==> config.mk <==
export PLATFORM = sky130hd
export DESIGN_NAME = flit_fifo_ctrl
export DESIGN_NICKNAME = d
export VERILOG_FILES = /design/src/rtl/noc_pkg.sv /design/src/rtl/Memory_async_read_sync_write.sv /design/src/rtl/flit_fifo_ctrl.sv
export SDC_FILE = /design/constraint.sdc
export NUM_CORES = 1
export LEC_CHECK = 0
export ABC_AREA = 1
export CAP_MARGIN = 10
export CORE_UTILIZATION = 55
export CTS_CLUSTER_SIZE = 16
export DETAILED_ROUTE_END_ITERATION = 10
export PLACE_DENSITY = 0.75
export SYNTH_ARGS = -nofsm -noshare
export SYNTH_HDL_FRONTEND = slang
export SYNTH_SLANG_ARGS = --single-unit
==> constraint.sdc <==
create_clock -name clk -period 9 [get_ports clk]
set_clock_uncertainty 0.05 [all_clocks]
set_input_delay 1.35 -clock clk [delete_from_list [all_inputs] [get_ports clk]]
set_output_delay 1.35 -clock clk [all_outputs]
set_load 0.005 [all_outputs]
==> src/rtl/noc_pkg.sv <==
// Shared NoC definitions: flit geometry, flit type codes and input framing states.
package noc_pkg;

    localparam int FLIT_WIDTH = 18;

    localparam logic [1:0] FLIT_INV  = 2'b00;
    localparam logic [1:0] FLIT_HEAD = 2'b01;
    localparam logic [1:0] FLIT_BODY = 2'b10;
    localparam logic [1:0] FLIT_TAIL = 2'b11;

    typedef enum logic {
        ST_IDLE   = 1'b0,
        ST_IN_PKT = 1'b1
    } frame_state_t;

endpackage

==> src/rtl/Memory_async_read_sync_write.sv <==
// Flit storage array: synchronous write, combinational read, contents cleared by reset.
// Read latency 0 cycles, write visible after the edge; no backpressure of its own.
module Memory_async_read_sync_write #(
    parameter int WIDTH      = 18,
    parameter int LENGTH     = 8,
    parameter int ADDR_WIDTH = 3
) (
    input  logic                  clk,
    input  logic                  rst,
    input  logic                  read,
    input  logic                  write,
    input  logic [ADDR_WIDTH-1:0] read_addr,
    input  logic [ADDR_WIDTH-1:0] write_addr,
    input  logic [WIDTH-1:0]      write_data,
    output logic [WIDTH-1:0]      read_data
);

    logic [WIDTH-1:0] mem [LENGTH];

    always_ff @(posedge clk or posedge rst) begin
        if (rst) begin
            for (int i = 0; i < LENGTH; i++) begin
                mem[i] <= '0;
            end
        end else if (write) begin
            mem[write_addr] <= write_data;
        end
    end

    assign read_data = read ? mem[read_addr] : '0;

endmodule

==> src/rtl/flit_fifo_ctrl.sv <==
// Router input flit buffer with framing check; first-word-fall-through, flit visible the cycle after its write.
// in_ready = !full (no full bypass); optional registered almost_full under FLIT_FIFO_ALMOST_FULL_EN.
module flit_fifo_ctrl
    import noc_pkg::*;
#(
    parameter int WIDTH      = FLIT_WIDTH,
    parameter int DEPTH      = 8,
    parameter int ADDR_WIDTH = 3
`ifdef FLIT_FIFO_ALMOST_FULL_EN
    ,
    parameter int AF_LEVEL   = DEPTH - 2
`endif
) (
    input  logic                  clk,
    input  logic                  rst,
    input  logic                  in_valid,
    input  logic [WIDTH-1:0]      in_data,
    output logic                  in_ready,
    output logic                  out_valid,
    output logic [WIDTH-1:0]      out_data,
    input  logic                  out_ready,
    output logic [ADDR_WIDTH:0]   count,
    output logic                  full,
    output logic                  empty,
    output logic                  frame_err
`ifdef FLIT_FIFO_ALMOST_FULL_EN
    ,
    output logic                  almost_full
`endif
);

    localparam logic [ADDR_WIDTH:0] PTR_ONE = {{ADDR_WIDTH{1'b0}}, 1'b1};

    logic [ADDR_WIDTH:0] wr_ptr;
    logic [ADDR_WIDTH:0] rd_ptr;
    logic [ADDR_WIDTH:0] count_d;
    logic [WIDTH-1:0]    rd_data;
    logic [1:0]          flit_type;
    logic                push;
    logic                pop;
    logic                err_set;
    logic                mem_read;
    frame_state_t        state_q;
    frame_state_t        state_d;

    // Wrap bit distinguishes full from empty when the slot addresses coincide.
    assign full      = (wr_ptr[ADDR_WIDTH] != rd_ptr[ADDR_WIDTH]) &&
                       (wr_ptr[ADDR_WIDTH-1:0] == rd_ptr[ADDR_WIDTH-1:0]);
    assign empty     = (wr_ptr == rd_ptr);
    assign in_ready  = !full;
    assign out_valid = !empty;
    assign out_data  = out_valid ? rd_data : '0;
    assign pop       = out_valid && out_ready;
    assign flit_type = in_data[WIDTH-1 -: 2];
    assign mem_read  = 1'b1;

    always_comb begin
        state_d = state_q;
        push    = 1'b0;
        err_set = 1'b0;
        if (in_valid && in_ready) begin
            case (state_q)
                ST_IDLE: begin
                    if (flit_type == FLIT_HEAD) begin
                        push    = 1'b1;
                        state_d = ST_IN_PKT;
                    end else begin
                        err_set = 1'b1;
                    end
                end
                ST_IN_PKT: begin
                    if (flit_type == FLIT_BODY) begin
                        push = 1'b1;
                    end else if (flit_type == FLIT_TAIL) begin
                        push    = 1'b1;
                        state_d = ST_IDLE;
                    end else begin
                        err_set = 1'b1;
                    end
                end
                default: state_d = ST_IDLE;
            endcase
        end
    end

    always_comb begin
        case ({push, pop})
            2'b10:   count_d = count + PTR_ONE;
            2'b01:   count_d = count - PTR_ONE;
            default: count_d = count;
        endcase
    end

    always_ff @(posedge clk or posedge rst) begin
        if (rst) begin
            wr_ptr    <= '0;
            rd_ptr    <= '0;
            count     <= '0;
            state_q   <= ST_IDLE;
            frame_err <= 1'b0;
        end else begin
            if (push) wr_ptr <= wr_ptr + PTR_ONE;
            if (pop)  rd_ptr <= rd_ptr + PTR_ONE;
            count   <= count_d;
            state_q <= state_d;
            if (err_set) frame_err <= 1'b1;
        end
    end

`ifdef FLIT_FIFO_ALMOST_FULL_EN
    localparam logic [ADDR_WIDTH:0] AF_CNT = AF_LEVEL[ADDR_WIDTH:0];

    // Looks at next count so credit logic sees the threshold one cycle early.
    always_ff @(posedge clk or posedge rst) begin
        if (rst) almost_full <= 1'b0;
        else     almost_full <= (count_d >= AF_CNT);
    end
`endif

    Memory_async_read_sync_write #(
        .WIDTH      (WIDTH),
        .LENGTH     (DEPTH),
        .ADDR_WIDTH (ADDR_WIDTH)
    ) u_mem (
        .clk        (clk),
        .rst        (rst),
        .read       (mem_read),
        .write      (push),
        .read_addr  (rd_ptr[ADDR_WIDTH-1:0]),
        .write_addr (wr_ptr[ADDR_WIDTH-1:0]),
        .write_data (in_data),
        .read_data  (rd_data)
    );

endmodule

==> flow_summary.json <==
{
  "rsz0062_at_grt": "false",
  "power.static_leakage_nw": 4.66,
  "num-fill-cells": 1159,
  "whs_ns": 0.425,
  "grt_first_pass_wirelength_mm": 34.8,
  "run_status": "finished clean",
  "tritoncts": "yes",
  "placementRows": 43,
  "overflow": 0,
  "clk_latency_ns": 0.43,
  "wl_met2_mm": 10.1,
  "dieArea_sq_mm": 0.0146,
  "die_w_um": 121,
  "endpoint_kind": "primary output",
  "avgViaCountPerCell": 5.67,
  "ys_seq_elements": 158,
  "category_of_the_critical_setup_timing_path": "reg2out",
  "numClockSinks": 158,
  "setup_viol": 0,
  "cts.repair_timing.setup_buffer_count": 0,
  "routed-wl-met3_mm": 1.74,
  "detail_route.drc_violations": 0,
  "global_route.usage.total": 0.320,
  "slew_violations": 0,
  "num-nets-final": 1043,
  "place_area_sq_mm": 0.00816,
  "critical_path.max_fanout": 26,
  "layout_commonest_cell": "sky130_fd_sc_hd__nand2_1",
  "clock_tree.buffer_depth": 2,
  "yosysWarningCount": 0,
  "max_clock_freq_mhz": 194,
  "firstDrtPassIters": 7,
  "critical_path_required_ns": 7.60,
  "sum_of_routed_wire_length_over_all_layers_mm": 21.9,
  "synth_nets": 1038,
  "vertical_extent_of_the_die_um": 121,
  "drt_iter0_drc": 665,
  "startpoint_type": "flop",
  "cap_viol_max_count": 0,
  "cts.root.buffer_cell": "sky130_fd_sc_hd__clkbuf_16",
  "hpwl_mm": 11.7,
  "wl_per_cell_um": 18.1,
  "setup-tns-final_ns": 0,
  "cts_made_buffers": 17,
  "mostFrequentLayoutCells": "463 x sky130_fd_sc_hd__nand2_1, 157 x sky130_fd_sc_hd__dfrtp_1, 112 x sky130_fd_sc_hd__nor2_1",
  "first_global_vias": 6279,
  "boundaryPins": 49,
  "vias": 6849,
  "pin_count_of_the_biggest_net_entering_global_routing": 92,
  "path_clk_slew_ns": 0.06,
  "place.port_buffers": 48,
  "placeableCoreArea_sq_mm": 0.0138,
  "relSlewSlack": 0.212,
  "arrival_time_reported_for_the_critical_path_endpoint_ns": 3.75,
  "postRouteAntennaNets": 0,
  "cts_repair_resize_count": 0,
  "irDropWorstVdd_mv": 0.224,
  "synthesis.area_per_instance_sq_um": 7.66,
  "drive_above_1_share": 0.0583,
  "final_hold_viol_count": 0,
  "syn-cell-area_sq_mm": 0.00775,
  "ctsHtreeMaxLevel": 4,
  "worst-slew-pin-transition_ns": 1.18,
  "initial_core_util": 0.560,
  "insertedDiodeCount": 0,
  "holdCritPathClass": "reg2reg",
  "power-per-cell-area_mw_per_mm2": 389,
  "final_area_sq_mm": 0.00884,
  "layout_worst_path_cycle_share": 0.572,
  "wl_met1_mm": 9.56,
  "topRoutingLayerUsed": "met4",
  "routabilityCongestion": 0.806,
  "postCtsHoldBufs": 0,
  "area.growth.synth_to_final_pct": 14.1,
  "grt_antenna_before_repair": 0,
  "library_cells_used_by_synthesis": 27,
  "layout_min_cycle_time_ns": 5.15,
  "synth_sequential_area_ratio": 0.510,
  "synthCells": 1011
}
through the flow:
step           worst slack (ns)   util  total power, mW  std cells
3_3_place_gp               4.25  0.590             2.55       1177
6_report                   3.85  0.639             3.43       1209
4_1_cts                    3.90  0.639             3.42       1209
2_1_floorplan              3.34      -             2.07       1011
5_1_grt                    3.65  0.639             3.66       1209
3_5_place_dp               4.16  0.590             2.58       1177
worst paths after layout:
check	from	endpoint	slack [ns]	depth (start not counted)
worst min-delay path	u_mem.mem[49]	u_mem.mem[49]	0.43	2
worst max-delay path	rd_ptr[1]	out_data[11]	3.85	7
min in group asynchronous	rst	u_mem.mem[67]	1.39	2
worst max register to register	rd_ptr[1]	count[2]	5.44	12
worst min register to register	u_mem.mem[49]	u_mem.mem[49]	0.43	2
max in group asynchronous	rst	rd_ptr[0]	6.06	3
state kept, by name (all words and copies together), names as in the netlist, named ones only:
name / cells
u_mem.mem: 144
count: 4
rd_ptr: 4
wr_ptr: 4
frame_err: 1
synthesized netlist by cell type:
cell type	n	area, sq um
sky130_fd_sc_hd__nand2_1	463	1740
sky130_fd_sc_hd__dfrtp_1	158	3950
sky130_fd_sc_hd__nor2_1	112	420
sky130_fd_sc_hd__o21ai_0	96	480
sky130_fd_sc_hd__o22ai_1	36	225
sky130_fd_sc_hd__clkbuf_1	28	105
sky130_fd_sc_hd__buf_2	25	125
sky130_fd_sc_hd__inv_1	24	90.1
sky130_fd_sc_hd__buf_4	10	75.1
sky130_fd_sc_hd__nand4_2	9	113
sky130_fd_sc_hd__nor3_1	8	40.0
sky130_fd_sc_hd__nand3_1	6	30.0
sky130_fd_sc_hd__ha_1	5	62.6
sky130_fd_sc_hd__xor2_1	5	43.8
sky130_fd_sc_hd__nor2_8	4	80.1
sky130_fd_sc_hd__buf_6	3	33.8
sky130_fd_sc_hd__nand4_1	3	18.8
sky130_fd_sc_hd__nor2_2	3	18.8
sky130_fd_sc_hd__xnor2_1	3	26.3
sky130_fd_sc_hd__buf_1	2	7.51
sky130_fd_sc_hd__inv_2	2	7.51
sky130_fd_sc_hd__a21oi_1	1	5.00
sky130_fd_sc_hd__nand3_4	1	17.5
sky130_fd_sc_hd__nand3b_1	1	7.51
sky130_fd_sc_hd__nor2_4	1	11.3
sky130_fd_sc_hd__o21ai_1	1	5.00
sky130_fd_sc_hd__o21bai_1	1	7.51
cell families (layout without fill, tap and decap cells):
| group | after synthesis | after routing | share of synthesized area |
|---|---|---|---|
| AOI/OAI and AO/OA | 135 | 135 | 0.0933 |
| buffers and inverters | 94 | 112 | 0.0573 |
| adders and majority gates | 5 | 5 | 0.00807 |
| and+or+nand+nor | 611 | 611 | 0.322 |
| xor gates and xnor gates | 8 | 8 | 0.00904 |
| DFF | 158 | 158 | 0.510 |
where the power goes:
| group | total (mW) | internal (mW) | switching [mW] |
|---|---|---|---|
| Sequential | 1.19 | 1.00 | 0.187 |
| Combinational | 1.42 | 0.583 | 0.835 |
| Clock | 0.825 | 0.529 | 0.296 |
| Total | 3.43 | 2.12 | 1.32 |
worst max-delay path: stages, from the launching register on:
cell,delay [ns]
sky130_fd_sc_hd__dfrtp_1,0.72
sky130_fd_sc_hd__buf_4,0.42
sky130_fd_sc_hd__nand2_1,0.09
sky130_fd_sc_hd__nand2_1,0.13
sky130_fd_sc_hd__nand4_1,0.92
sky130_fd_sc_hd__o21ai_0,0.42
sky130_fd_sc_hd__nor2_1,0.14
sky130_fd_sc_hd__clkdlybuf4s50_1,0.46
layer usage:
layer	up-vias	track usage
li1	3205	-
met5	-	0
met1	3288	0.458
met2	314	0.482
met3	42	0.0604
met4	0	0.125
cell type report:
cell class / instances / area (sq um) / area share
clock buffer: 19 / 443 / 0.0501
clock inverter: 13 / 238 / 0.0269
inverter: 26 / 103 / 0.0116
multi-input combinational: 759 / 3350 / 0.379
sequential: 158 / 3960 / 0.447
tap: 180 / 225 / 0.0255
timing repair buffer: 54 / 526 / 0.0594
Note: power is estimated with default switching activity, not from simulation.
